<file path="src/rtl/alarm_pkg.sv">
// Shared types and default widths for the burst-pattern alarm buzzer.
package alarm_pkg;

    localparam int CNT_W_DEF   = 26;
    localparam int BURST_W_DEF = 4;

    typedef enum logic [1:0] {
        IDLE   = 2'd0,
        TONE   = 2'd1,
        GAP    = 2'd2,
        SNOOZE = 2'd3
    } state_t;

endpackage

</file>
<file path="src/rtl/half_period_timer.sv">
// Free-running half-period divider; pulses tick on the last count of each period.
module half_period_timer #(
    parameter int CNT_W = 26
) (
    input  logic             CLK,
    input  logic             RST,
    input  logic             clear,
    input  logic             run,
    input  logic [CNT_W-1:0] H,
    output logic             tick
);

    logic [CNT_W-1:0] count;
    logic [CNT_W-1:0] last;

    // H of zero behaves like one: tick every cycle
    assign last = (H == '0) ? '0 : H - 1'b1;
    assign tick = run && (count == last);

    always_ff @(posedge CLK) begin
        if (RST) begin
            count <= '0;
        end else if (clear) begin
            count <= '0;
        end else if (run) begin
            count <= tick ? '0 : count + 1'b1;
        end
    end

endmodule

</file>
<file path="src/rtl/alarm_pattern.sv">
// Alarm buzzer: square-wave tone grouped into bursts with silent gaps and snooze.
module alarm_pattern
    import alarm_pkg::*;
#(
    parameter int CNT_W         = CNT_W_DEF,
    parameter int BURST_W       = BURST_W_DEF,
    parameter int SNOOZE_HALVES = 64
) (
    input  logic               CLK,
    input  logic               RST,
    input  logic               enable,
    input  logic [CNT_W-1:0]   half_period,
    input  logic [BURST_W-1:0] beeps,
    input  logic [BURST_W-1:0] gap_halves,
    input  logic               snooze,
    output logic               BUZZER,
    output logic               active
);

    localparam int SNZ_W = $clog2(SNOOZE_HALVES + 1);
    localparam logic [SNZ_W-1:0] SNZ_LAST = SNZ_W'(SNOOZE_HALVES - 1);

    state_t             state;
    logic [CNT_W-1:0]   hp;
    logic [BURST_W-1:0] bp;
    logic [BURST_W-1:0] gp;
    logic [BURST_W-1:0] beep_cnt;
    logic [BURST_W-1:0] gap_cnt;
    logic [SNZ_W-1:0]   snz_cnt;

    logic tick;
    logic run;
    logic clear;
    logic beep_done;
    logic gap_done;
    logic snz_done;

    assign run       = (state != IDLE);
    assign beep_done = (beep_cnt == bp - 1'b1);
    assign gap_done  = (gap_cnt == gp - 1'b1);
    assign snz_done  = (snz_cnt == SNZ_LAST);

    // Restart the half-period on every phase entry so each phase starts aligned
    assign clear = !run || !enable || snooze ||
                   (tick && state == GAP && gap_done) ||
                   (tick && state == SNOOZE && snz_done);

    half_period_timer #(
        .CNT_W(CNT_W)
    ) u_timer (
        .CLK  (CLK),
        .RST  (RST),
        .clear(clear),
        .run  (run),
        .H    (hp),
        .tick (tick)
    );

    always_ff @(posedge CLK) begin
        if (RST) begin
            state    <= IDLE;
            BUZZER   <= 1'b0;
            active   <= 1'b0;
            hp       <= '0;
            bp       <= '0;
            gp       <= '0;
            beep_cnt <= '0;
            gap_cnt  <= '0;
            snz_cnt  <= '0;
        end else if (state == IDLE) begin
            BUZZER <= 1'b0;
            if (enable) begin
                state    <= TONE;
                active   <= 1'b1;
                hp       <= half_period;
                bp       <= beeps;
                gp       <= gap_halves;
                beep_cnt <= '0;
                gap_cnt  <= '0;
                snz_cnt  <= '0;
            end
        end else if (!enable) begin
            state    <= IDLE;
            active   <= 1'b0;
            BUZZER   <= 1'b0;
            beep_cnt <= '0;
            gap_cnt  <= '0;
            snz_cnt  <= '0;
        end else if (snooze) begin
            state   <= SNOOZE;
            BUZZER  <= 1'b0;
            snz_cnt <= '0;
        end else if (tick) begin
            unique case (state)
                TONE: begin
                    BUZZER <= ~BUZZER;
                    if (BUZZER && bp != '0) begin
                        if (beep_done) begin
                            beep_cnt <= '0;
                            if (gp != '0) begin
                                state   <= GAP;
                                gap_cnt <= '0;
                            end
                        end else begin
                            beep_cnt <= beep_cnt + 1'b1;
                        end
                    end
                end
                GAP: begin
                    if (gap_done) begin
                        state    <= TONE;
                        hp       <= half_period;
                        bp       <= beeps;
                        gp       <= gap_halves;
                        beep_cnt <= '0;
                        gap_cnt  <= '0;
                    end else begin
                        gap_cnt <= gap_cnt + 1'b1;
                    end
                end
                SNOOZE: begin
                    if (snz_done) begin
                        state    <= TONE;
                        hp       <= half_period;
                        bp       <= beeps;
                        gp       <= gap_halves;
                        beep_cnt <= '0;
                        snz_cnt  <= '0;
                    end else begin
                        snz_cnt <= snz_cnt + 1'b1;
                    end
                end
                default: ;
            endcase
        end
    end

endmodule

</file>
<file path="config.mk">
export PLATFORM = sky130hd
export DESIGN_NAME = alarm_pattern
export DESIGN_NICKNAME = d
export VERILOG_FILES = /design/src/rtl/alarm_pkg.sv /design/src/rtl/half_period_timer.sv /design/src/rtl/alarm_pattern.sv
export SDC_FILE = /design/constraint.sdc
export NUM_CORES = 1
export LEC_CHECK = 0
export CAP_MARGIN = 20
export CORE_MARGIN = 2
export CORE_UTILIZATION = 48
export DETAILED_ROUTE_END_ITERATION = 10
export PLACE_DENSITY = 0.67
export SETUP_SLACK_MARGIN = 0.2
export SLEW_MARGIN = 40
export SYNTH_ARGS = -nofsm -noshare
export SYNTH_HDL_FRONTEND = slang
export SYNTH_SLANG_ARGS = --single-unit
</file>
<file path="constraint.sdc">
create_clock -name CLK -period 8.7 [get_ports CLK]
set_input_delay 2.175 -clock CLK [delete_from_list [all_inputs] [get_ports CLK]]
set_output_delay 2.175 -clock CLK [all_outputs]
set_load 0.01 [all_outputs]
</file>
== Yosys cells after proc, flatten, opt, wreduce, memory -nomap -nowiden ==
Index checks and enable logic that the tools add are counted.
Storage, ports and cells
  input bits: 38
  output and inout port bits: 2
  word-level logic and storage cells: 142
  register bits: 79
Operators by class
  mux-type cells: 66
  eq/ne operators: 29
  $add $sub $neg: 7
  reductions and logical operators: 28
  bitwise operators: 2
Operators with widths (number)
  $mux W26: 9
  $mux W4: 31
  $pmux W26 S2: 1
  $mux W7: 7
  $add A26 B1 Y26 const B: 1
  $eq A26 B26 Y1: 1
  $logic_not A26 Y1: 1
  $sub A26 B1 Y26 const B: 1
  $pmux W4 S2: 3
  $mux W2: 10
  $ne A5 B5 Y1 const B: 3
  $reduce_and A7 Y1: 2
  $ne A4 B1 Y1 const B: 3
  $ne A4 B4 Y1 const B: 3
  $pmux W4 S3: 1
  $ne A5 B4 Y1 const B: 2
  $ne A3 B2 Y1 const B: 3
  $add A4 B1 Y4 const B: 2
  $eq A4 B4 Y1: 2
  $ne A4 B3 Y1 const B: 2
  $reduce_and A8 Y1: 1
  $reduce_bool A4 Y1: 2
  $sub A4 B1 Y4 const B: 2
  $add A7 B1 Y7 const B: 1
  other kinds (22): 38

== Depth between registers and ports, before layout ==
  depth after elaboration: 9
  gate-level depth with buffers: 16
  depth with buffers taken out: 12

== Cells and area by module ==
Synthesis repeated with hierarchy kept, for this count alone.
Unflattened totals
  cells, all modules: 647
  area, all modules: 5450.2 um^2
By module, submodules not included
  half_period_timer: instances 1, seq. area each 520.5 um^2, area each 2758.9 um^2, cells each 364
  alarm_pattern: instances 1, seq. area each 1061.0 um^2, area each 2691.3 um^2, cells each 283

== Worst setup path before layout ==
Ideal clock, no wire load.
  path type: in2reg
  start: input port snooze
  end: register snz_cnt[0]
  buffers on the path: 2
  arrival: 3.683 ns
  slack: 4.947 ns
  required time: 8.630 ns
  stages on the path: 6
  library setup time: 0.070 ns
  cell sequence: clkbuf_1 -> or3_1 -> clkbuf_1 -> or4_1 -> mux2_1 -> a21oi_1
On the way
  word-level cells in the longest chain between the ends: 3
  elaborated cells between the ends (all ways): 6
  classes of those cells: eq/ne: 2; mux: 3; reduce/logical: 1
RTL lines
  from (decl): line alarm_pattern.sv:15  | input logic snooze,
  $mux W7: line alarm_pattern.sv:89  | end else if (snooze) begin
  $mux W7: line alarm_pattern.sv:82  | end else if (!enable) begin
  $mux W7: line alarm_pattern.sv:70  | end else if (state == IDLE) begin
  to (signal assigned): line alarm_pattern.sv:130  | snz_cnt <= snz_cnt + 1'b1;
  to (decl): line alarm_pattern.sv:29  | logic [SNZ_W-1:0] snz_cnt;
Several ways; a longest one is shown, not always the timed one.
A chain may end at the register's enable or synchronous reset.

== Final worst setup path ==
  start: register hp[14]
  end: register BUZZER
On the way
  word-level cells in the longest chain between the ends: 5
  elaborated cells between the ends (all ways): 6
  classes of those cells: add/sub: 1; eq/ne: 1; mux: 1; reduce/logical: 3
RTL lines
  from (decl): line alarm_pattern.sv:24  | logic [CNT_W-1:0] hp;
  from (signal assigned): line alarm_pattern.sv:75  | hp <= half_period;
  from (signal assigned): line alarm_pattern.sv:112  | hp <= half_period;
  from (signal assigned): line alarm_pattern.sv:124  | hp <= half_period;
  $sub A26 B1 Y26 or $logic_not A26 Y1 (tied branches): line half_period_timer.sv:17  | assign last = (H == '0) ? '0 : H - 1'b1;
  $mux W26 *: line half_period_timer.sv:17
  $eq A26 B26 Y1 *: line half_period_timer.sv:18  | assign tick = run && (count == last);
  $logic_and A1 B1 Y1 *: line half_period_timer.sv:18
  $reduce_and A2 Y1 (no source line) *
  to (signal assigned): line alarm_pattern.sv:96  | BUZZER <= ~BUZZER;
  to (decl): line alarm_pattern.sv:16  | output logic BUZZER,
Every way passes the cells marked *; elsewhere a longest branch is shown, timed or not.

==> impl_metrics.toml <==
[cells_and_area]
nNetsFinal = 797
fin_util_pct = 55.5
syn2layout_area_growth_pct = 12.7
drive_gt1_share_pct = 6.16
final_cell_mix = "dfxtp_1 (79), nand3_1 (68), nor2_1 (62)"
final_common_cell = "dfxtp_1"
insertedDiodeCount = 0

[power_and_ir_drop]
power_frac_seq_pct = 29.8
switchingPower_uw = 571
swShare_pct = 40.0
p_clk_share_pct = 28.3
irDropWorstVdd_v = 0.000188
comb_power_share_pct = 41.8
leakagePower_nw = 2.11
powerDensity_nw_per_um2 = 225
p_int_uw = 857

[clock_network]
postCtsHoldBufs = 0
post-cts-setup-buffer-count = 0
clkLatencyLatePin_ns = 0.35
cts_buffers = 9
path_clk_slew_ns = 0.06
ctsResizeCount = 0
cts_sinks = 79
tritoncts = "yes"
clockBufferDepth = 2
ctsRootBufferMaster = "clkbuf_16"
h-tree-depth = 3

[detailed_routing]
drc = 0
vias = 5594
vias_per_cell = 6.29
drtAntennaViolNets = 0
wirelength_um = 16200
wl_per_cell_um = 18.2
drt-initial-drc-count = 435
drt_pre_antenna_iters = 5

[yosys]
ys.flop_type = "dfxtp_1"
ys_seq_elements = 79
netlist_area_um2 = 5620
synth-seq-area-share_pct = 28.1
synthCells = 739
synth_edf_count = 0
ys_types = 71
yosysWarnings = 0
synth-async-reset-ratio_pct = 0
synth.avg_cell_area_um2 = 7.60
syn_nets = 794

[worst_setup_path]
crit_fanout = 11
r2r_cells = 10
arrival_ns = 4.90
crit_path_end_kind = "register"
worstPathRequired_ns = 8.96
crit_type = "reg2reg"
startpoint_type = "register"

[timing]
tightest_slew_ns = 0.718
setup_ws_ns = 4.06
period_minus_slack_ns = 4.64
slew-limit-headroom_pct = 51.7
final-max-slew-violation-count = 0
setup_violations = 0
rsz0062_at_grt = "false"
max_freq_mhz = 216
fin_skew_ns = 0.00384
finalCritPeriodShare_pct = 53.3
hold_viol = 0
final.setup.tns_ns = 0

[global_route]
grtUsageTotal_pct = 26.0
grt_pass1_vias = 5473
antenna_found_initial = 0
grt_max_degree = 58
grt_first_pass_wirelength_um = 26500
grt.overflow.total = 0

[floorplan]
dieArea_um2 = 12600
start_util_pct = 49.2
die_x_um = 112
fp-row-count = 39
io_pins = 40
core-area_um2 = 11400
die_y_um = 112

[run_status]
status = "finished clean"

[placement]
dp_hpwl_um = 12000
portBuffers = 39
place.gp.congestion = 1.09
post-place-ws_ns = 4.10

[min_path]
hold_class = "reg2reg"
whs_path_depth = 1

[job]
maxCapViolations = 0
[cells by family after synthesis]
logic type               share of synthesized area (%)
AND/OR/NAND/NOR                                   33.1
AO/OA/AOI/OAI                                     18.1
flip-flops                                        28.1
buffers and inverters                             5.17
XOR/XNOR                                          9.75
adder cells (fa/ha/maj)                           3.79
multiplexers                                      1.89
[registers in the layout (all words and copies together), names as in the netlist]
| register | cells |
|---|---|
| bp | 4 |
| gp | 4 |
| active | 1 |
| snz_cnt | 7 |
| beep_cnt | 4 |
| state | 2 |
| hp | 26 |
| u_timer.count | 26 |
| gap_cnt | 4 |
| BUZZER | 1 |
[power by group through the flow]
stage | clock (mW) | sequential (mW) | combinational [mW]
2_1_floorplan | 0 | 0.412 | 0.455
6_report | 0.404 | 0.426 | 0.597
5_1_grt | 0.425 | 0.430 | 0.654
4_1_cts | 0.410 | 0.426 | 0.586
3_5_place_dp | 0 | 0.434 | 0.583
3_3_place_gp | 0 | 0.432 | 0.569
[worst max-delay path: stages (launching register included)]
cell and delay, ns:
dfxtp_1 0.37, nor4_1 0.54, nand4_1 0.46, nor3_2 0.72, a211oi_1 0.13, a211oi_1 0.36
nand4_1 0.22, nor4_4 0.43, nand3_1 0.49, or4_1 0.57, a211oi_1 0.24
[per-stage QoR]
| step | hold slack, ns | cell area [um2] | cells | power (mW) |
|---|---|---|---|---|
| 3_3_place_gp | 0.476 | 6000 | 874 | 1.00 |
| 3_5_place_dp | 0.487 | 6020 | 874 | 1.02 |
| 4_1_cts | 0.498 | 6330 | 890 | 1.42 |
| 2_1_floorplan | 0.458 | 5620 | 739 | 0.867 |
| 5_1_grt | 0.514 | 6330 | 890 | 1.51 |
| 6_report | 0.495 | 6330 | 890 | 1.43 |
[cell usage after synthesis, types with 3 or more instances]
cell type	number	share of area, %
a211oi_1	6	0.80
a21o_1	3	0.40
a21oi_1	57	5.1
a31o_2	4	0.62
a31oi_1	9	1.0
and2_1	9	1.0
and3_1	9	1.0
buf_1	3	0.20
buf_2	10	0.89
clkbuf_1	34	2.3
dfxtp_1	79	28
ha_1	17	3.8
inv_1	23	1.5
mux2_1	3	0.60
mux2i_1	5	0.89
nand2_1	48	3.2
nand2b_1	6	0.67
nand3_1	68	6.1
nand3b_1	5	0.67
nand4_1	22	2.4
nor2_1	62	4.1
nor2b_1	7	0.78
nor3_1	22	2.0
nor3b_1	10	1.3
nor4_1	19	2.1
nor4_4	4	1.5
nor4b_1	4	0.62
o211ai_1	3	0.40
o21ai_0	45	4.0
o21ai_1	5	0.45
o31ai_1	4	0.53
or2_2	4	0.45
or3_1	10	1.1
or4_1	11	1.5
xnor2_1	43	6.7
xor2_1	17	2.6
[routing by layer]
metal	GRT usage (%)	up-vias	share of wire, %
li1	-	2702	-
met3	5.72	42	5.8
met2	44.6	174	48
met1	31.4	2676	43
met4	11.3	0	3.4
met5	0	-	0
[cell type report]
class / instances / area [um2]
flip-flops and latches: 79 / 1580
fillers: 1120 / 5090
well taps: 143 / 179
inverters: 23 / 86.3
clock inverters: 6 / 85.1
repair buffers: 41 / 403
multi-input cells: 588 / 3770
clock buffers: 10 / 229
[worst paths after layout]
| check | from | slack (ns) | end |
|---|---|---|---|
| min | beep_cnt[3] | 0.49 | beep_cnt[3] |
| min reg2reg | beep_cnt[3] | 0.49 | beep_cnt[3] |
| max reg2reg | hp[14] | 4.06 | BUZZER |
| max | hp[14] | 4.06 | BUZZER |
Note: power is estimated with default switching activity, not from simulation.
